File: src/rtl/iter_shifter_pkg.sv
// iter_shifter shared types and constants.
// Op and state encodings, datapath widths.
package iter_shifter_pkg;

  localparam int DW = 16;
  localparam int SW = 4;

  localparam logic [2:0] OP_ROL = 3'b000;
  localparam logic [2:0] OP_ROR = 3'b001;
  localparam logic [2:0] OP_SLL = 3'b010;
  localparam logic [2:0] OP_SRA = 3'b011;
  localparam logic [2:0] OP_SRL = 3'b100;

  typedef enum logic [1:0] {
    ST_IDLE  = 2'd0,
    ST_SHIFT = 2'd1,
    ST_DONE  = 2'd2
  } state_t;

endpackage

File: src/rtl/iter_shifter_shifter_1.sv
// shifter_1: single-step 1-bit shift cell.
// Passes data through when sh is low or op is illegal.
module shifter_1
  import iter_shifter_pkg::*;
(
  input  logic [DW-1:0] data,
  input  logic [2:0]    op,
  input  logic          sh,
  output logic [DW-1:0] res
);

  always_comb begin
    res = data;
    if (sh) begin
      unique case (1'b1)
        (op == OP_ROL): res = {data[DW-2:0], data[DW-1]};
        (op == OP_ROR): res = {data[0], data[DW-1:1]};
        (op == OP_SLL): res = {data[DW-2:0], 1'b0};
        (op == OP_SRA): res = {data[DW-1], data[DW-1:1]};
        (op == OP_SRL): res = {1'b0, data[DW-1:1]};
        default:        res = data;
      endcase
    end
  end

endmodule

File: src/rtl/iter_shifter.sv
// iter_shifter: iterative 16-bit shifter, one bit per clock.
// valid/ready on both sides, kill aborts to IDLE.
module iter_shifter
  import iter_shifter_pkg::*;
(
  input  logic          clk,
  input  logic          rst,
  input  logic          in_valid,
  output logic          in_ready,
  input  logic [DW-1:0] in_data,
  input  logic [2:0]    in_op,
  input  logic [SW-1:0] in_shamt,
  input  logic          kill,
  output logic          out_valid,
  input  logic          out_ready,
  output logic [DW-1:0] out_data,
  output logic          out_err
);

  state_t        state, nxt;
  logic [DW-1:0] data;
  logic [DW-1:0] shf;
  logic [2:0]    op;
  logic [SW-1:0] cnt;
  logic          err;
  logic          bad_op;

  assign bad_op = (in_op > OP_SRL);

  shifter_1 u_sh (
    .data (data),
    .op   (op),
    .sh   (1'b1),
    .res  (shf)
  );

  always_comb begin
    nxt = state;
    if (kill) begin
      nxt = ST_IDLE;
    end else begin
      unique case (state)
        ST_IDLE: begin
          if (in_valid)
            nxt = (in_shamt == '0 || bad_op)
                  ? ST_DONE : ST_SHIFT;
        end
        ST_SHIFT: begin
          if (cnt == 4'd1) nxt = ST_DONE;
        end
        ST_DONE: begin
          if (out_ready) nxt = ST_IDLE;
        end
        default: nxt = ST_IDLE;
      endcase
    end
  end

  always_ff @(posedge clk or posedge rst) begin
    if (rst) begin
      state <= ST_IDLE;
      data  <= '0;
      op    <= OP_ROL;
      cnt   <= '0;
      err   <= 1'b0;
    end else begin
      state <= nxt;
      if (!kill && state == ST_IDLE && in_valid) begin
        data <= in_data;
        op   <= in_op;
        cnt  <= in_shamt;
        err  <= bad_op;
      end else if (!kill && state == ST_SHIFT) begin
        data <= shf;
        cnt  <= cnt - 4'd1;
      end
    end
  end

  assign in_ready  = (state == ST_IDLE);
  assign out_valid = (state == ST_DONE);
  assign out_data  = data;
  assign out_err   = err;

endmodule

File: config.mk
export PLATFORM = sky130hd
export DESIGN_NAME = iter_shifter
export DESIGN_NICKNAME = d
export VERILOG_FILES = /design/src/rtl/iter_shifter_pkg.sv /design/src/rtl/iter_shifter_shifter_1.sv /design/src/rtl/iter_shifter.sv
export SDC_FILE = /design/constraint.sdc
export NUM_CORES = 1
export LEC_CHECK = 0
export ABC_CLOCK_PERIOD_IN_PS = 1800
export CAP_MARGIN = 5
export CORE_UTILIZATION = 48
export DETAILED_ROUTE_END_ITERATION = 16
export PLACE_DENSITY = 0.85
export SYNTH_ARGS = -nofsm -noshare
export SYNTH_HDL_FRONTEND = slang
export SYNTH_SLANG_ARGS = --single-unit
File: constraint.sdc
create_clock -name clk -period 1.8 [get_ports clk]
set_input_delay 0.36 -clock clk [delete_from_list [all_inputs] [get_ports clk]]
set_output_delay 0.36 -clock clk [all_outputs]
set_load 0.05 [all_outputs]
==> metrics.txt, run 1 <==
# TYPE chip_impl_metric gauge
chip_impl_metric{name="met2_length",unit="µm"} 1970
chip_impl_info{name="worstSetupPathType",value="flip-flop to primary output"} 1
chip_impl_metric{name="filler_instances",unit=""} 283
chip_impl_metric{name="num_rows",unit=""} 21
chip_impl_metric{name="numClockSinks",unit=""} 26
chip_impl_metric{name="firstDrtPassIters",unit=""} 4
chip_impl_metric{name="synthesis.nets",unit=""} 204
chip_impl_metric{name="die-area",unit="mm²"} 0.00376
chip_impl_info{name="critPathCaptureType",value="primary output"} 1
chip_impl_metric{name="final_cells",unit=""} 273
chip_impl_metric{name="via_count_of_the_first_global_routing_pass",unit=""} 1382
chip_impl_metric{name="post_cts.resized_instances",unit=""} 0
chip_impl_info{name="layout.cells.most_common_list",value="nand2_1, clkdlybuf4s50_1, buf_4"} 1
chip_impl_metric{name="max_cap_viol_count",unit=""} 0
chip_impl_metric{name="setup_total_negative_slack",unit="ns"} 0
chip_impl_metric{name="cts_buffers",unit=""} 3
chip_impl_metric{name="area_used_by_multi_input_combinational_logic",unit="µm²"} 866
chip_impl_metric{name="chipHeight",unit="µm"} 61.3
chip_impl_metric{name="synth-seq-area-share",unit="%"} 38.5
chip_impl_metric{name="syn2layout_area_growth",unit="%"} 35.0
chip_impl_metric{name="path_max_fanout",unit=""} 13
chip_impl_metric{name="critical_path_arrival",unit="ns"} 1.34
chip_impl_metric{name="report.final.slew_viol_count",unit=""} 0
chip_impl_metric{name="synth_area_per_cell",unit="µm²"} 9.71
chip_impl_metric{name="worstSkewPairLatency",unit="ns"} 0.33
chip_impl_metric{name="routed_wire_length_per_instance",unit="µm"} 13.7
chip_impl_info{name="layout_commonest_cell",value="nand2_1"} 1
chip_impl_info{name="crit_path_top_delay_cell",value="dfrtp_2"} 1
chip_impl_metric{name="ioPinCount",unit=""} 47
chip_impl_metric{name="m1WireLength",unit="µm"} 1650
chip_impl_metric{name="worst_slew_margin_rel",unit="%"} 74.0
chip_impl_metric{name="worstMarginPinSlew",unit="ns"} 0.390
chip_impl_metric{name="antenna_found_initial",unit=""} 0
chip_impl_info{name="cts_tree",value="built"} 1
chip_impl_metric{name="detailedPlace.worstSlack",unit="ns"} 0.00223
chip_impl_metric{name="die_w",unit="µm"} 61.3
chip_impl_metric{name="gate_count_post_synth",unit=""} 174
chip_impl_info{name="timing.critical_path.cells",value="and2b_1 > buf_12"} 1
chip_impl_info{name="status",value="finished, final reports clean"} 1
chip_impl_metric{name="synth_cell_type_count",unit=""} 41
chip_impl_metric{name="layout.nets",unit=""} 258
chip_impl_metric{name="route.met3.wl",unit="µm"} 98
chip_impl_metric{name="placeableCoreArea",unit="mm²"} 0.00336
chip_impl_metric{name="post-cts-setup-buffer-count",unit=""} 0
chip_impl_metric{name="crit_required",unit="ns"} 1.44
chip_impl_metric{name="final_period_minus_worst_setup_slack",unit="ns"} 1.70
chip_impl_info{name="synth_top_cell_by_area",value="dfrtp_1"} 1
chip_impl_metric{name="fmax",unit="GHz"} 0.590
chip_impl_metric{name="post-place-cells",unit=""} 269
chip_impl_metric{name="final_util",unit="%"} 67.8
chip_impl_metric{name="finalHoldViolations",unit=""} 0
chip_impl_metric{name="drt_wl_total",unit="µm"} 3750
chip_impl_info{name="hold_class",value="input port to asynchronous set/reset pin"} 1
chip_impl_metric{name="finalClockSkew",unit="ns"} 0.00922
chip_impl_metric{name="ff_latch_area",unit="µm²"} 652
chip_impl_metric{name="insertedDiodeCount",unit=""} 0
chip_impl_info{name="rsz0062_at_grt",value="no"} 1
chip_impl_metric{name="grt_first_pass_wirelength",unit="µm"} 6150
chip_impl_metric{name="setup_slack",unit="ns"} 0.104
chip_impl_metric{name="synth_largest_type_area_fraction",unit="%"} 38.5
chip_impl_metric{name="drt_iter0_markers",unit=""} 64
chip_impl_metric{name="routed_via_density",unit=""} 5.25
chip_impl_metric{name="timing.critical_path.slowest_cell_delay",unit="ns"} 0.53
chip_impl_metric{name="p_per_area",unit="mW/mm²"} 1260
chip_impl_metric{name="place_hpwl",unit="µm"} 2750
chip_impl_info{name="timing.critical_path.from_type",value="flip-flop"} 1
chip_impl_metric{name="postSynthRegisterBits",unit=""} 26
chip_impl_metric{name="clk_pin_slew_worst_paths",unit="ns"} 0.16
chip_impl_info{name="netlist_top_cells_area",value="dfrtp_1, mux2i_1, o221ai_2, nand2_1, inv_1"} 1
chip_impl_metric{name="cts_buffer_depth",unit=""} 2
chip_impl_info{name="highest_layer",value="met4"} 1
chip_impl_metric{name="timing.final.setup_violations",unit=""} 0
chip_impl_metric{name="post_route_cells_drive_above_1_share",unit="%"} 25.1
chip_impl_metric{name="vias",unit=""} 1432
chip_impl_metric{name="groute.usage.overall",unit="%"} 22.2
chip_impl_metric{name="gpl.final_weighted_congestion",unit=""} 0.839
chip_impl_metric{name="grt_max_degree",unit=""} 27
chip_impl_metric{name="power.leakage",unit="nW"} 1.03
chip_impl_metric{name="vdd.ir_drop.worst",unit="mV"} 0.800
chip_impl_info{name="cts-root-buf",value="clkbuf_4"} 1
chip_impl_metric{name="hold_buffers",unit=""} 0
chip_impl_metric{name="worst_hold_slack",unit="ns"} 0.357
chip_impl_metric{name="effective_utilization_at_floorplan",unit="%"} 50.2
chip_impl_metric{name="globalRouteOverflowTotal",unit=""} 0
chip_impl_metric{name="post-route-period-util",unit="%"} 94.2
chip_impl_metric{name="io_buffers",unit=""} 46
chip_impl_metric{name="synth_warnings",unit=""} 0
chip_impl_metric{name="ant_nets",unit=""} 0
chip_impl_metric{name="netlist_area",unit="mm²"} 0.00169
chip_impl_metric{name="drc_errors",unit=""} 0
chip_impl_metric{name="cts.htree.levels",unit=""} 1
critical path: cells and delay by family (launching register included):
kind / cells / cell delay (ns)
buffers and inverters: 1 / 0.16
AND/OR/NAND/NOR: 1 / 0.32
flip-flops: 1 / 0.53
registers in the layout, indices dropped and copies added, names as in the netlist:
name      cells
cnt           4
op            3
out_data     16
out_err       1
state         2
routing by layer:
layer	GRT usage, %	up-vias
met5	0	-
met4	8.12	0
met3	3.57	4
met2	35.6	27
met1	30.4	680
li1	-	721
cell families (layout without fill, tap and decap cells):
| logic type | after synthesis | in the layout | share of synthesized area [%] |
|---|---|---|---|
| buffers and inverters | 31 | 84 | 10.2 |
| flip-flops | 26 | 26 | 38.5 |
| AO/OA/AOI/OAI | 41 | 41 | 23.4 |
| AND/OR/NAND/NOR | 58 | 58 | 16.9 |
| adder cells (fa/ha/maj) | 3 | 3 | 2.07 |
| multiplexers | 15 | 15 | 8.89 |
layout make-up:
class	count	share of cell area (%)
Clock inverter	1	1.32
Tap cell	46	2.52
Clock buffer	3	0.988
Inverter	21	3.46
Sequential cell	26	28.6
Multi-Input combinational cell	117	38.0
Timing Repair Buffer	59	25.1
through the flow:
stage | total power (W) | instance area, µm²
global route | 0.00303 | 2280
detailed placement | 0.00246 | 2230
CTS | 0.00287 | 2280
global placement | 0.00243 | 2230
finish | 0.00286 | 2280
floorplan | 0.00203 | 1690
synth_stat cells, drive strengths merged:
cell type  number
mux2i          15
and2b           1
nand2          31
buf            10
a21oi           6
nor3            2
nor2           11
o22a            1
dfrtp          26
maj3            1
or4             1
o221ai         15
nand3b          1
nand3           5
nor2b           2
o21ai          10
or2             2
a311oi          1
a22oi           1
o31ai           1
a221oi          1
a2bb2oi         1
o211ai          2
nand2b          1
and3            1
inv            21
ha              2
a31oi           1
a211o           1
power by group:
group          switching, W  internal, W  total (W)
clock              0.000186     0.000225   0.000411
combinational      0.000878     0.000613    0.00149
sequential         0.000216     0.000746   0.000962
worst paths after layout:
check                      depth (start not counted)                        to  slack (ns)            startpoint
max                                                2                 out_valid        0.10  state[0]$_DFFE_PP0P_
min                                                3  out_data[11]$_DFFE_PP0P_        0.36                   rst
min in group clk                                   2       out_err$_DFFE_PP0P_        0.50   out_err$_DFFE_PP0P_
max in group asynchronous                          3      state[0]$_DFFE_PP0P_        1.16                   rst
min reg2reg                                        2       out_err$_DFFE_PP0P_        0.50   out_err$_DFFE_PP0P_
max reg2reg                                        5  out_data[13]$_DFFE_PP0P_        0.28     op[2]$_DFFE_PP0P_
No activity file was read; power rests on OpenSTA's default activity.
==> inputs of run 2 (changes only) <==
--- a/config.mk
+++ b/config.mk
@@ -10,6 +10,7 @@
 export CORE_UTILIZATION = 48
 export DETAILED_ROUTE_END_ITERATION = 16
 export PLACE_DENSITY = 0.85
+export RECOVER_POWER = 100
 export SYNTH_ARGS = -nofsm -noshare
 export SYNTH_HDL_FRONTEND = slang
 export SYNTH_SLANG_ARGS = --single-unit
==> run 2 against run 1 <==
Die area did not move. Combinational power decreased by 12%. Fmax down 0.20%. Via count rose by 1.1%. Core utilization is 4.7 points lower. Cell count is the same. Critical path depth stayed put.
==> metrics.txt, run 2 (synthesized netlist as in run 1, its figures left out) <==
# TYPE chip_impl_metric gauge
chip_impl_info{name="status",value="finished, final reports clean"} 1
chip_impl_metric{name="finalClockSkew",unit="ns"} 0.00436
chip_impl_metric{name="drc_errors",unit=""} 0
chip_impl_metric{name="final_period_minus_worst_setup_slack",unit="ns"} 1.70
chip_impl_metric{name="routed_via_density",unit=""} 5.30
chip_impl_metric{name="critical_path_arrival",unit="ns"} 1.34
chip_impl_metric{name="globalRouteOverflowTotal",unit=""} 0
chip_impl_metric{name="largest_register_ff_count",unit=""} 16
chip_impl_info{name="layout.cells.most_common_list",value="nand2_1, dfrtp_1, clkdlybuf4s50_1"} 1
chip_impl_info{name="timing.critical_path.cells",value="and2b_1 > buf_12"} 1
chip_impl_metric{name="layout.nets",unit=""} 258
chip_impl_metric{name="drt_wl_total",unit="µm"} 3770
chip_impl_metric{name="path_max_fanout",unit=""} 13
chip_impl_metric{name="ant_nets",unit=""} 0
chip_impl_metric{name="clk_pin_slew_worst_paths",unit="ns"} 0.14
chip_impl_metric{name="filler_instances",unit=""} 322
chip_impl_metric{name="place_hpwl",unit="µm"} 2750
chip_impl_metric{name="post-place-cells",unit=""} 269
chip_impl_metric{name="io_buffers",unit=""} 46
chip_impl_metric{name="chipHeight",unit="µm"} 61.3
chip_impl_metric{name="finalHoldViolations",unit=""} 0
chip_impl_metric{name="p_total",unit="W"} 0.00268
chip_impl_metric{name="power_switching",unit="W"} 0.00123
chip_impl_metric{name="cts.htree.levels",unit=""} 1
chip_impl_metric{name="ff_latch_area",unit="µm²"} 652
chip_impl_metric{name="vias",unit=""} 1448
chip_impl_info{name="layout_commonest_cell",value="nand2_1"} 1
chip_impl_metric{name="p_per_area",unit="mW/mm²"} 1260
chip_impl_metric{name="numClockSinks",unit=""} 26
chip_impl_metric{name="insertedDiodeCount",unit=""} 0
chip_impl_metric{name="syn2layout_area_growth",unit="%"} 25.7
chip_impl_metric{name="num_rows",unit=""} 21
chip_impl_metric{name="fmax",unit="GHz"} 0.588
chip_impl_metric{name="grt_first_pass_wirelength",unit="µm"} 6150
chip_impl_metric{name="die_w",unit="µm"} 61.3
chip_impl_metric{name="post-route-period-util",unit="%"} 94.4
chip_impl_metric{name="worst_slew_margin_rel",unit="%"} 57.0
chip_impl_metric{name="die-area",unit="mm²"} 0.00376
chip_impl_metric{name="switching_fraction",unit="%"} 45.9
chip_impl_metric{name="share_clk_of_total_power",unit="%"} 15.2
chip_impl_metric{name="via_count_of_the_first_global_routing_pass",unit=""} 1382
chip_impl_metric{name="effective_utilization_at_floorplan",unit="%"} 50.2
chip_impl_info{name="critPathCaptureType",value="primary output"} 1
chip_impl_metric{name="final_cells",unit=""} 273
chip_impl_metric{name="drt_iter0_markers",unit=""} 69
chip_impl_metric{name="routed_wire_length_per_instance",unit="µm"} 13.8
chip_impl_info{name="cts_tree",value="built"} 1
chip_impl_metric{name="cts_buffer_depth",unit=""} 2
chip_impl_info{name="cts-root-buf",value="clkbuf_4"} 1
chip_impl_metric{name="worstSkewPairLatency",unit="ns"} 0.32
chip_impl_metric{name="vdd.ir_drop.worst",unit="mV"} 0.765
chip_impl_metric{name="power.leakage",unit="nW"} 0.980
chip_impl_info{name="timing.critical_path.from_type",value="flip-flop"} 1
chip_impl_metric{name="firstDrtPassIters",unit=""} 4
chip_impl_metric{name="antenna_found_initial",unit=""} 0
chip_impl_metric{name="post_route_cells_drive_above_1_share",unit="%"} 15.9
chip_impl_metric{name="timing.final.setup_violations",unit=""} 0
chip_impl_metric{name="p_seq_share",unit="%"} 35.8
chip_impl_metric{name="groute.usage.overall",unit="%"} 22.2
chip_impl_metric{name="pwr-share-comb",unit="%"} 49.0
chip_impl_metric{name="cell_internal_power",unit="W"} 0.00145
chip_impl_metric{name="grt_max_degree",unit=""} 27
chip_impl_metric{name="max_cap_viol_count",unit=""} 0
chip_impl_metric{name="crit_required",unit="ns"} 1.44
chip_impl_metric{name="cts_buffers",unit=""} 3
chip_impl_metric{name="gpl.final_weighted_congestion",unit=""} 0.839
chip_impl_info{name="worstSetupPathType",value="flip-flop to primary output"} 1
chip_impl_info{name="rsz0062_at_grt",value="no"} 1
chip_impl_metric{name="placeableCoreArea",unit="mm²"} 0.00336
chip_impl_metric{name="setup_total_negative_slack",unit="ns"} 0
chip_impl_info{name="hold_class",value="flip-flop to flip-flop"} 1
chip_impl_metric{name="worstMarginPinSlew",unit="ns"} 0.644
chip_impl_metric{name="timing.critical_path.slowest_cell_delay",unit="ns"} 0.53
chip_impl_metric{name="hold_buffers",unit=""} 0
chip_impl_metric{name="area_used_by_multi_input_combinational_logic",unit="µm²"} 781
chip_impl_metric{name="ioPinCount",unit=""} 47
chip_impl_metric{name="report.final.slew_viol_count",unit=""} 0
chip_impl_info{name="crit_path_top_delay_cell",value="dfrtp_2"} 1
run 2: power by group through the flow:
stage,clock (W),sequential [W],combinational (W)
floorplan,0,0.00129,0.000739
global placement,0,0.000967,0.00146
detailed placement,0,0.000973,0.00149
CTS,0.000417,0.000960,0.00150
global route,0.000439,0.000989,0.00142
finish,0.000408,0.000960,0.00131
run 2: worst max-delay path: cells and delay by family (launching register included):
kind,cells,cell delay (ns)
DFF,1,0.53
and+or+nand+nor,1,0.32
buffers and inverters,1,0.16
run 2: area by class of cell:
cell class                 instances  share of cell area [%]
multi-input combinational        117                    36.8
tap                               46                    2.71
inverter                          21                    3.71
timing repair buffer              59                    23.6
clock buffer                       3                    1.06
clock inverter                     1                    1.41
sequential                        26                    30.7
run 2: through the flow:
step                util, %  cell area (µm²)  hold slack, ns  setup WS [ns]
floorplan                 -             1690           0.400         0.0696
global placement       66.2             2230           0.473         0.0124
detailed placement     66.2             2230           0.476        0.00223
CTS                    67.7             2280           0.366        0.00682
global route           63.1             2120           0.531         0.0471
finish                 63.1             2120           0.497          0.100
run 2: layer usage:
metal  GRT usage (%)  part of all wire (%)
met5               0                     0
met4            8.12                   1.1
met3            3.57                   3.3
met2            35.6                    51
met1            30.4                    44
run 2: timing repair:
item | CTS | global route
endpoints found under the setup margin | 0 | 1
setup buffers | 0 | 0
resized for setup | 0 | 1
run 2: worst paths after layout:
| path | startpoint | to | slack (ns) | cells past startpoint |
|---|---|---|---|---|
| min reg2reg | out_err$_DFFE_PP0P_ | out_err$_DFFE_PP0P_ | 0.50 | 2 |
| min in group asynchronous | rst | out_data[12]$_DFFE_PP0P_ | 0.61 | 3 |
| min | out_err$_DFFE_PP0P_ | out_err$_DFFE_PP0P_ | 0.50 | 2 |
| max in group asynchronous | rst | state[0]$_DFFE_PP0P_ | 0.73 | 3 |
| max | state[0]$_DFFE_PP0P_ | out_valid | 0.10 | 2 |
| max reg2reg | op[2]$_DFFE_PP0P_ | out_data[13]$_DFFE_PP0P_ | 0.28 | 5 |
==> inputs of run 3 (changes only) <==
--- a/config.mk
+++ b/config.mk
@@ -5,10 +5,12 @@
 export SDC_FILE = /design/constraint.sdc
 export NUM_CORES = 1
 export LEC_CHECK = 0
+export ABC_AREA = 1
 export ABC_CLOCK_PERIOD_IN_PS = 1800
 export CAP_MARGIN = 5
 export CORE_UTILIZATION = 48
 export DETAILED_ROUTE_END_ITERATION = 16
+export GPL_TIMING_DRIVEN = 1
 export PLACE_DENSITY = 0.85
 export RECOVER_POWER = 100
 export SYNTH_ARGS = -nofsm -noshare
==> run 3 against run 2 <==
Sequential share of layout area is 0.52 points lower. Cell count is 23% higher. Largest power group unchanged. Area after synthesis grew 1.9%. Critical path type unchanged. Largest cell class unchanged. Sequential cell count is the same.
==> metrics.txt, run 3 <==
# TYPE chip_impl_metric gauge
chip_impl_metric{name="globalRouteOverflowTotal",unit=""} 0
chip_impl_metric{name="gpl.final_weighted_congestion",unit=""} 0.870
chip_impl_metric{name="largest_register_ff_count",unit=""} 16
chip_impl_metric{name="chipHeight",unit="µm"} 61.9
chip_impl_metric{name="area_used_by_multi_input_combinational_logic",unit="µm²"} 908
chip_impl_metric{name="final_period_minus_worst_setup_slack",unit="ns"} 1.63
chip_impl_info{name="synth_top_family_by_area",value="simple AND/OR/NAND/NOR gates"} 1
chip_impl_metric{name="drt_wl_total",unit="µm"} 3900
chip_impl_metric{name="drc_errors",unit=""} 0
chip_impl_info{name="hold_class",value="flip-flop to flip-flop"} 1
chip_impl_metric{name="drt_iter0_markers",unit=""} 94
chip_impl_metric{name="effective_utilization_at_floorplan",unit="%"} 50.8
chip_impl_metric{name="grt_max_degree",unit=""} 28
chip_impl_info{name="worstSetupPathType",value="flip-flop to primary output"} 1
chip_impl_info{name="timing.critical_path.cells",value="nor2_1 > buf_12"} 1
chip_impl_info{name="crit_path_top_delay_cell",value="dfrtp_1"} 1
chip_impl_metric{name="place_hpwl",unit="µm"} 2920
chip_impl_metric{name="timing.final.setup_violations",unit=""} 0
chip_impl_metric{name="die-area",unit="mm²"} 0.00383
chip_impl_metric{name="placeableCoreArea",unit="mm²"} 0.00339
chip_impl_metric{name="finalHoldViolations",unit=""} 0
chip_impl_metric{name="timing.reg2reg.worst_path_depth",unit=""} 6
chip_impl_metric{name="antenna_found_initial",unit=""} 0
chip_impl_metric{name="hold-path-cell-count",unit=""} 2
chip_impl_metric{name="cell_internal_power",unit="W"} 0.00165
chip_impl_metric{name="hold_buffers",unit=""} 0
chip_impl_info{name="critPathCaptureType",value="primary output"} 1
chip_impl_metric{name="async_reset_ff_share",unit="%"} 100
chip_impl_metric{name="synth_warnings",unit=""} 0
chip_impl_metric{name="via_count_of_the_first_global_routing_pass",unit=""} 1512
chip_impl_info{name="rsz0062_at_grt",value="no"} 1
chip_impl_info{name="netlist_top_cells_area",value="dfrtp_1, nand2_1, nand3_1, a21oi_2, nor2_1"} 1
chip_impl_metric{name="synth.area.mux_share",unit="%"} 0
chip_impl_metric{name="worstMarginPinSlew",unit="ns"} 0.659
chip_impl_metric{name="setup_slack",unit="ns"} 0.170
chip_impl_metric{name="critPathBufInv",unit=""} 1
chip_impl_metric{name="synthesis.nets",unit=""} 273
chip_impl_metric{name="power_switching",unit="W"} 0.00197
chip_impl_metric{name="p_seq_share",unit="%"} 29.7
chip_impl_metric{name="max_cap_viol_count",unit=""} 0
chip_impl_metric{name="layout.nets",unit=""} 321
chip_impl_info{name="hold_start",value="out_err$_DFFE_PP0P_"} 1
chip_impl_metric{name="ant_nets",unit=""} 0
chip_impl_metric{name="postSynthRegisterBits",unit=""} 26
chip_impl_metric{name="numClockSinks",unit=""} 26
chip_impl_metric{name="p_total",unit="W"} 0.00362
chip_impl_metric{name="vias",unit=""} 1704
chip_impl_metric{name="syn2layout_area_growth",unit="%"} 25.3
chip_impl_metric{name="post_synth_and_or_nand_nor_area_fraction",unit="%"} 39.1
chip_impl_metric{name="worst_slew_margin_rel",unit="%"} 56.0
chip_impl_metric{name="routed_wire_length_per_instance",unit="µm"} 11.6
chip_impl_info{name="cts-root-buf",value="clkbuf_4"} 1
chip_impl_metric{name="switching_fraction",unit="%"} 54.4
chip_impl_metric{name="path_max_fanout",unit=""} 3
chip_impl_metric{name="cts.htree.levels",unit=""} 1
chip_impl_metric{name="worstSkewPairLatency",unit="ns"} 0.33
chip_impl_info{name="yosysMostFrequentCell",value="nand2_1"} 1
chip_impl_metric{name="synth-seq-area-share",unit="%"} 37.8
chip_impl_metric{name="insertedDiodeCount",unit=""} 0
chip_impl_metric{name="num_rows",unit=""} 21
chip_impl_info{name="timing.critical_path.from_type",value="flip-flop"} 1
chip_impl_info{name="r2r_end",value="out_data[9]$_DFFE_PP0P_"} 1
chip_impl_metric{name="post_cts.resized_instances",unit=""} 0
chip_impl_metric{name="finalClockSkew",unit="ns"} 0.00309
chip_impl_metric{name="firstDrtPassIters",unit=""} 4
chip_impl_metric{name="grt_first_pass_wirelength",unit="µm"} 6400
chip_impl_metric{name="netlist_area",unit="mm²"} 0.00172
chip_impl_metric{name="gate_count_post_synth",unit=""} 243
chip_impl_metric{name="report.final.slew_viol_count",unit=""} 0
chip_impl_metric{name="share_clk_of_total_power",unit="%"} 6.8
chip_impl_metric{name="fmax",unit="GHz"} 0.613
chip_impl_info{name="layout.cells.most_common_list",value="nand2_1, nand3_1, dfrtp_1"} 1
chip_impl_metric{name="filler_instances",unit=""} 337
chip_impl_metric{name="detailedPlace.worstSlack",unit="ns"} 0.0736
chip_impl_metric{name="synth-edff-count",unit=""} 0
chip_impl_metric{name="cts_buffer_depth",unit=""} 2
chip_impl_metric{name="synth_xor_xnor_area_share",unit="%"} 1.02
chip_impl_metric{name="timing.reg2reg.setup_slack",unit="ns"} 0.20
chip_impl_metric{name="setup_total_negative_slack",unit="ns"} 0
chip_impl_metric{name="power.leakage",unit="nW"} 1.10
chip_impl_metric{name="ff_latch_area",unit="µm²"} 651
chip_impl_metric{name="p_per_area",unit="mW/mm²"} 1680
chip_impl_metric{name="timing.critical_path.slowest_cell_delay",unit="ns"} 0.43
chip_impl_metric{name="ioPinCount",unit=""} 47
chip_impl_metric{name="pwr-share-comb",unit="%"} 63.4
chip_impl_info{name="cts_tree",value="built"} 1
chip_impl_metric{name="synth_cell_type_count",unit=""} 27
chip_impl_metric{name="synth_adder_area_share",unit="%"} 1.45
chip_impl_metric{name="crit_required",unit="ns"} 1.44
chip_impl_metric{name="die_w",unit="µm"} 61.9
chip_impl_info{name="layout_commonest_cell",value="nand2_1"} 1
chip_impl_metric{name="post-cts-setup-buffer-count",unit=""} 0
chip_impl_metric{name="compound_gate_portion_of_the_synthesized_area",unit="%"} 11.4
chip_impl_info{name="synth_top_cell_by_area",value="dfrtp_1"} 1
chip_impl_metric{name="vdd.ir_drop.worst",unit="mV"} 0.996
chip_impl_metric{name="synth_largest_type_area_fraction",unit="%"} 37.8
chip_impl_info{name="reg2reg_from",value="op[0]$_DFFE_PP0P_"} 1
chip_impl_info{name="min_delay_worst_endpoint",value="out_err$_DFFE_PP0P_"} 1
chip_impl_metric{name="post-route-period-util",unit="%"} 90.6
chip_impl_metric{name="routed_via_density",unit=""} 5.09
chip_impl_info{name="postSynth.topFlopCell",value="dfrtp_1"} 1
chip_impl_metric{name="post_route_cells_drive_above_1_share",unit="%"} 14.5
chip_impl_metric{name="cts_buffers",unit=""} 3
chip_impl_metric{name="io_buffers",unit=""} 46
chip_impl_metric{name="groute.usage.overall",unit="%"} 22.7
chip_impl_info{name="critical-path-top-delay-family",value="flip-flops"} 1
chip_impl_info{name="synth_cell_count_leaders",value="nand2_1, nand3_1, dfrtp_1"} 1
chip_impl_metric{name="synth_area_per_cell",unit="µm²"} 7.08
chip_impl_metric{name="critical_path_arrival",unit="ns"} 1.27
chip_impl_metric{name="clk_pin_slew_worst_paths",unit="ns"} 0.13
chip_impl_info{name="status",value="finished, final reports clean"} 1
chip_impl_metric{name="final_util",unit="%"} 63.6
-- run 3: cell types whose count changed in the layout (fill, tap and decap cells not counted), moves of 4 or more --
cell	change
nor2_1	+11
nand2_1	+60
o21ai_0	-4
o221ai_1	-15
a21oi_2	+9
inv_1	-7
mux2i_1	-15
clkbuf_1	+4
nand3_1	+32
-- run 3: cell type report --
| class | count | area share (%) |
|---|---|---|
| multi-input combinational | 188 | 42.1 |
| tap | 46 | 2.67 |
| sequential | 26 | 30.2 |
| clock buffer | 3 | 1.04 |
| inverter | 16 | 2.90 |
| timing repair buffer | 56 | 21.1 |
-- run 3: cells by family (layout without fill, tap and decap cells) --
group           Yosys count  count (layout)
simple gates            157             157
buf+inv                  29              75
compound gates           27              27
flops                    26              26
fa+ha+maj                 2               2
xor+xnor                  2               2
-- run 3: layer usage --
| metal | wire length (µm) | GRT usage [%] | up-vias |
|---|---|---|---|
| li1 | - | - | 873 |
| met2 | 1900 | 38.6 | 46 |
| met1 | 1790 | 29.4 | 780 |
| met3 | 153 | 2.69 | 5 |
| met4 | 55 | 9.21 | 0 |
| met5 | 0 | 0 | - |
-- run 3: metrics by stage --
stage	cells	hold WS (ns)	instance area (µm²)
after floorplan	243	0.400	1720
after global placement	332	0.477	2230
after detailed placement	332	0.489	2230
after CTS	335	0.382	2250
after global routing	335	0.576	2160
final	335	0.514	2160
-- run 3: worst register-to-register path, cell delays in order, from the launching register on --
cell and delay [ns]:
dfrtp_1 0.45, o21ai_2 0.49, nand2_4 0.24, nand2_1 0.13, nand3_1 0.08, nand2_1 0.08, nand2_1 0.05
-- run 3: worst max-delay path by stage --
stage / startpoint / to / cells past startpoint
finish: state[0]$_DFFE_PP0P_ / in_ready / 2
global route: op[0]$_DFFE_PP0P_ / out_data[5]$_DFFE_PP0P_ / 6
CTS: op[0]$_DFFE_PP0P_ / out_data[9]$_DFFE_PP0P_ / 6
detailed placement: kill / out_data[0]$_DFFE_PP0P_ / 8
global placement: kill / out_data[0]$_DFFE_PP0P_ / 8
floorplan: state[0]$_DFFE_PP0P_ / cnt[2]$_DFFE_PP0P_ / 7
-- run 3: power groups by stage --
stage / combinational [W] / sequential (W) / clock, W
finish: 0.00230 / 0.00108 / 0.000248
global route: 0.00255 / 0.00112 / 0.000280
detailed placement: 0.00248 / 0.00109 / 0
global placement: 0.00243 / 0.00108 / 0
CTS: 0.00249 / 0.00108 / 0.000255
floorplan: 0.00135 / 0.00154 / 0
==> variant 1 (flow settings as in run 2) <==
Re-encode `state_t` (3 states) as one-hot, 3 bits wide.
--- a/src/rtl/iter_shifter_pkg.sv
+++ b/src/rtl/iter_shifter_pkg.sv
@@ -11,10 +11,10 @@
   localparam logic [2:0] OP_SRA = 3'b011;
   localparam logic [2:0] OP_SRL = 3'b100;
 
-  typedef enum logic [1:0] {
-    ST_IDLE  = 2'd0,
-    ST_SHIFT = 2'd1,
-    ST_DONE  = 2'd2
+  typedef enum logic [2:0] {
+    ST_IDLE  = 3'b001,
+    ST_SHIFT = 3'b010,
+    ST_DONE  = 3'b100
   } state_t;
 
 endpackage
Check against the original RTL: same outputs for any inputs over 10 cycles, from zero or initial values and one cycle with rst high; not proved beyond that.
==> variant 1 against run 2 <==
Synthesized cell count is 16% higher; setup slack worse by 0.081 ns; register-to-register slack worse by 0.14 ns; non-clock buffer count is 5 higher; die area is 7.7% higher; sequential cell count is 1 higher; routed wire length is 9.7% higher; maximum frequency is 4.5% lower; final area is 13% higher; area after synthesis is 8.0% higher; clock skew hardly changed; critical endpoint is now in_ready.
Power is not compared: it rests on default switching activity, and its combinational part moved more than twofold at a synthesized area within 25%.
==> variant 1: results <==
[setup_path]
slowest_stage = dfstp_2
path_max_fanout = 3
crit_start = state[0]
worstPathArrival_ns = 1.42

[clock_network]
clk_latency_ns = 0.28
clkSinkCount = 27
cts_root_buffer = clkbuf_8
cts_buffers = 3
clk_pin_slew_ns = 0.09

[routing]
dr_wl_met3_um = 204
wl_mm = 4.14
met1_length_mm = 1.89
viasPerCell = 5.47
highest_layer = met4
drt_iter0_drc = 72
met2_length_mm = 2.00

[cells_and_area]
regArea_um2 = 679
final_nets = 285
bufAreaShareNonClock = 0.222
multi_input_cells = 149
drive_above_1_share = 0.189
insertedDiodeCount = 0
nClkBuffers = 4
n_all_buffers = 64
layout.non_clock_inverters = 10
multi_input_area_share = 0.436
fillers = 315
clk_share = 0.0187
largest_reg_flops = 16

[worst_hold_path]
hp-class = in -> reg
worstHoldStart = kill

[timing]
skew_ns = 0.00444
slew_headroom = 0.545

[synthesis]
yosys-top-cells-area = dfrtp_1, nand2_1, o211ai_1
avgSynthCellArea_um2 = 9.08
synth-compound-area-share = 0.276
muxShareOfSynthArea = 0.0562
yosys.area.top_type = dfrtp_1
synth.distinct_cells = 43
yosysSeqAreaShare = 0.371
synthAdderAreaFrac = 0.0192
synth_nets = 231
synthTopCellsByCount = dfrtp_1, nand2_1, nor2_1

[place]
place.gp.congestion = 0.818
hpwl_mm = 2.96

[global_route]
met1_usage = 0.302
use_met3 = 0.0344
grt_util_met2 = 0.374
grt_pass1_vias = 1587
antenna_found_initial = 0
grt_util_all_layers = 0.229
grt_max_degree = 31
grt_pass1_wl_mm = 7.29

[run_status]
outcome = finished, final reports clean
[variant 1: cell count changes after synthesis, sizes merged, moves of 7 or more]
cell,run 2,this run
o221ai,15,0
inv,21,10
a211oi,0,9
o211ai,2,11
o31ai,1,10
and3,1,8
mux2i,15,8
nand2b,1,8
[variant 1: timing repair]
item                       in CTS  in global routing
setup buffers                   1                  2
setup endpoints to repair       2                 15
pin swaps                       0                  1
gates resized for setup         3                  5
hold buffers                    0                  0
[variant 1: logic make-up after synthesis]
group	Yosys count
adder cells (fa/ha/maj)	3
buffers and inverters	25
multiplexers	10
AO/OA/AOI/OAI	63
flip-flops	27
AND/OR/NAND/NOR	73
[variant 1: path summary, 6_finish.rpt]
path	cells past startpoint	slack, ns	endpoint
setup reg to reg	6	0.14	out_data[0]
hold reg to reg	2	0.50	out_err
min in group asynchronous	3	0.70	out_data[8]
hold / removal	2	0.50	state[2]
setup / recovery	3	0.02	in_ready
max in group asynchronous	3	0.62	state[2]
[variant 1: metrics by stage]
step                power [mW]  cells  utilization  worst slack [ns]  cell area [um^2]
finish                    4.19    302        0.658            0.0196              2410
global route              4.48    302        0.658           -0.0177              2410
CTS                       4.27    300        0.668          -0.00726              2440
detailed placement        3.87    295        0.651            -0.284              2380
global placement          3.79    295        0.651            -0.239              2380
floorplan                 3.07    201            -            0.0723              1820
[variant 1: worst max-delay path: cells and delay by family, from the launching register on]
family                 cells  cell delay [ns]
buffers and inverters      2             0.21
DFF                        1             0.54
and+or+nand+nor            1             0.39
[variant 1: report_power, final]
group          leakage (nW)  total [mW]  internal [mW]  switching (mW)
sequential            0.340        1.19          0.869           0.318
combinational         0.710        2.64           1.06            1.59
clock                0.0228       0.353          0.159           0.194
total                  1.07        4.19           2.09            2.10
==> variant 2 (flow settings as in run 2) <==
Without the edit above. Change the package constant `DW` from 16 to 32.
--- a/src/rtl/iter_shifter_pkg.sv
+++ b/src/rtl/iter_shifter_pkg.sv
@@ -2,7 +2,7 @@
 // Op and state encodings, datapath widths.
 package iter_shifter_pkg;
 
-  localparam int DW = 16;
+  localparam int DW = 32;
   localparam int SW = 4;
 
   localparam logic [2:0] OP_ROL = 3'b000;
Interface: changed (resized in_data and out_data); port bits go from 47 to 79. No check against the original RTL was run, so the function may have changed too.
==> variant 2 against run 2 <==
Final area rose by 56%; routed wire length grew 61%; register-to-register slack worse by 0.19 ns; setup slack got worse by 0.034 ns; area after synthesis is 45% higher; power grew 90%; combinational power increased by 92%; sequential cell count rose by 16; critical endpoint is now out_data[14]; largest power group unchanged; highest routed layer unchanged.
==> variant 2: results <==
[timing]
skew_ns = 0.00782
fmax_ghz = 0.577
whs_ns = 0.525
setup_viol = 0
worst_pin_slew_ns = 1.04

[place]
io_buffers = 78
dp_slack_ns = -0.137
placed_area_um2 = 3350
place.gp.congestion = 0.781
hpwl_mm = 4.28
placedCellCount = 357

[synthesis]
synth_nets = 258
postSynthCellCount = 212
yosys_warnings = 0
async_flop_share = 1.00
synth_xor_area_frac = 0.00357
synth-compound-area-share = 0.264
synthAdderAreaFrac = 0.0143
yosys-top-cells-area = dfrtp_1, a22oi_2, mux2i_1
muxShareOfSynthArea = 0.161
synthTopCellsByCount = dfrtp_1, mux2i_1, a22oi_2, o21ai_1
yosysSeqAreaShare = 0.429
synth.distinct_cells = 34

[global_route]
grt_max_degree = 43
grt_pass1_wl_mm = 9.80
antenna_found_initial = 0
grt_util_all_layers = 0.239

[routing]
wire_per_inst_um = 16.6
viasPerCell = 5.60
ant_nets = 0
first_pass_iters = 4
drt_iter0_drc = 97
via_count = 2045

[clock_network]
cts_buffers = 5
cts_resized = 0
htree_levels = 2
cts_buffer_depth = 2
cts_root_buffer = clkbuf_8
clk_latency_ns = 0.30
clk_pin_slew_ns = 0.08

[cells_and_area]
drive_above_1_share = 0.221
largest_reg_flops = 32
final_nets = 343
insertedDiodeCount = 0

[setup_path]
crit_start = kill
reg2reg_slack_ns = 0.09
reg2reg_depth = 5
worstPathArrival_ns = 1.91
r2r-start = op[2]
r2r_end = out_data[14]
path_max_fanout = 19

[power]
ir_drop_mv = 0.951
leakage_nw = 1.35

[worst_hold_path]
holdPathStages = 2
hold_path_end = out_err
hp-class = reg -> reg
worstHoldStart = out_err

[run_status]
outcome = finished, final reports clean
variant 2: cell type report:
type,instances,area (um^2)
flip-flops and latches,42,1050
inverters,6,22.5
repair buffers,95,766
clock buffers,5,68.8
clock inverters,3,68.8
well taps,67,83.8
fillers,394,1510
multi-input cells,147,1250
variant 2: worst max-delay path, cell delays in order:
cell,delay (ns)
dlygate4sd3_1,0.62
nor4b_4,0.26
buf_4,0.20
a21oi_4,0.05
buf_12,0.18
a22oi_2,0.13
o21ai_1,0.10
variant 2: kinds of logic (layout without fill, tap and decap cells):
logic type               count (synthesis)  in the layout
multiplexers                            39             39
AO/OA/AOI/OAI                           76             76
XOR/XNOR                                 1              1
adder cells (fa/ha/maj)                  3              3
AND/OR/NAND/NOR                         28             28
flip-flops                              42             42
buffers and inverters                   23            109
variant 2: routing by layer:
layer  track usage  up-vias  wire length, um
met5             0        -                0
met4        0.0577        0               65
met2         0.397       59             2980
met3        0.0466        6              278
met1         0.323     1011             2750
li1              -      969                -
variant 2: worst max-delay path by stage:
stage,to,depth (start not counted)
2_1_floorplan,out_data[1],6
3_3_place_gp,out_data[14],7
3_5_place_dp,out_data[11],7
4_1_cts,out_data[14],5
5_1_grt,out_data[5],7
6_report,out_data[14],7
variant 2: report_power, final:
group / leakage, nW / switching (mW) / internal [mW]
combinational: 0.757 / 1.62 / 0.886
clock: 0.0683 / 0.348 / 0.556
sequential: 0.521 / 0.435 / 1.24
total: 1.35 / 2.41 / 2.69
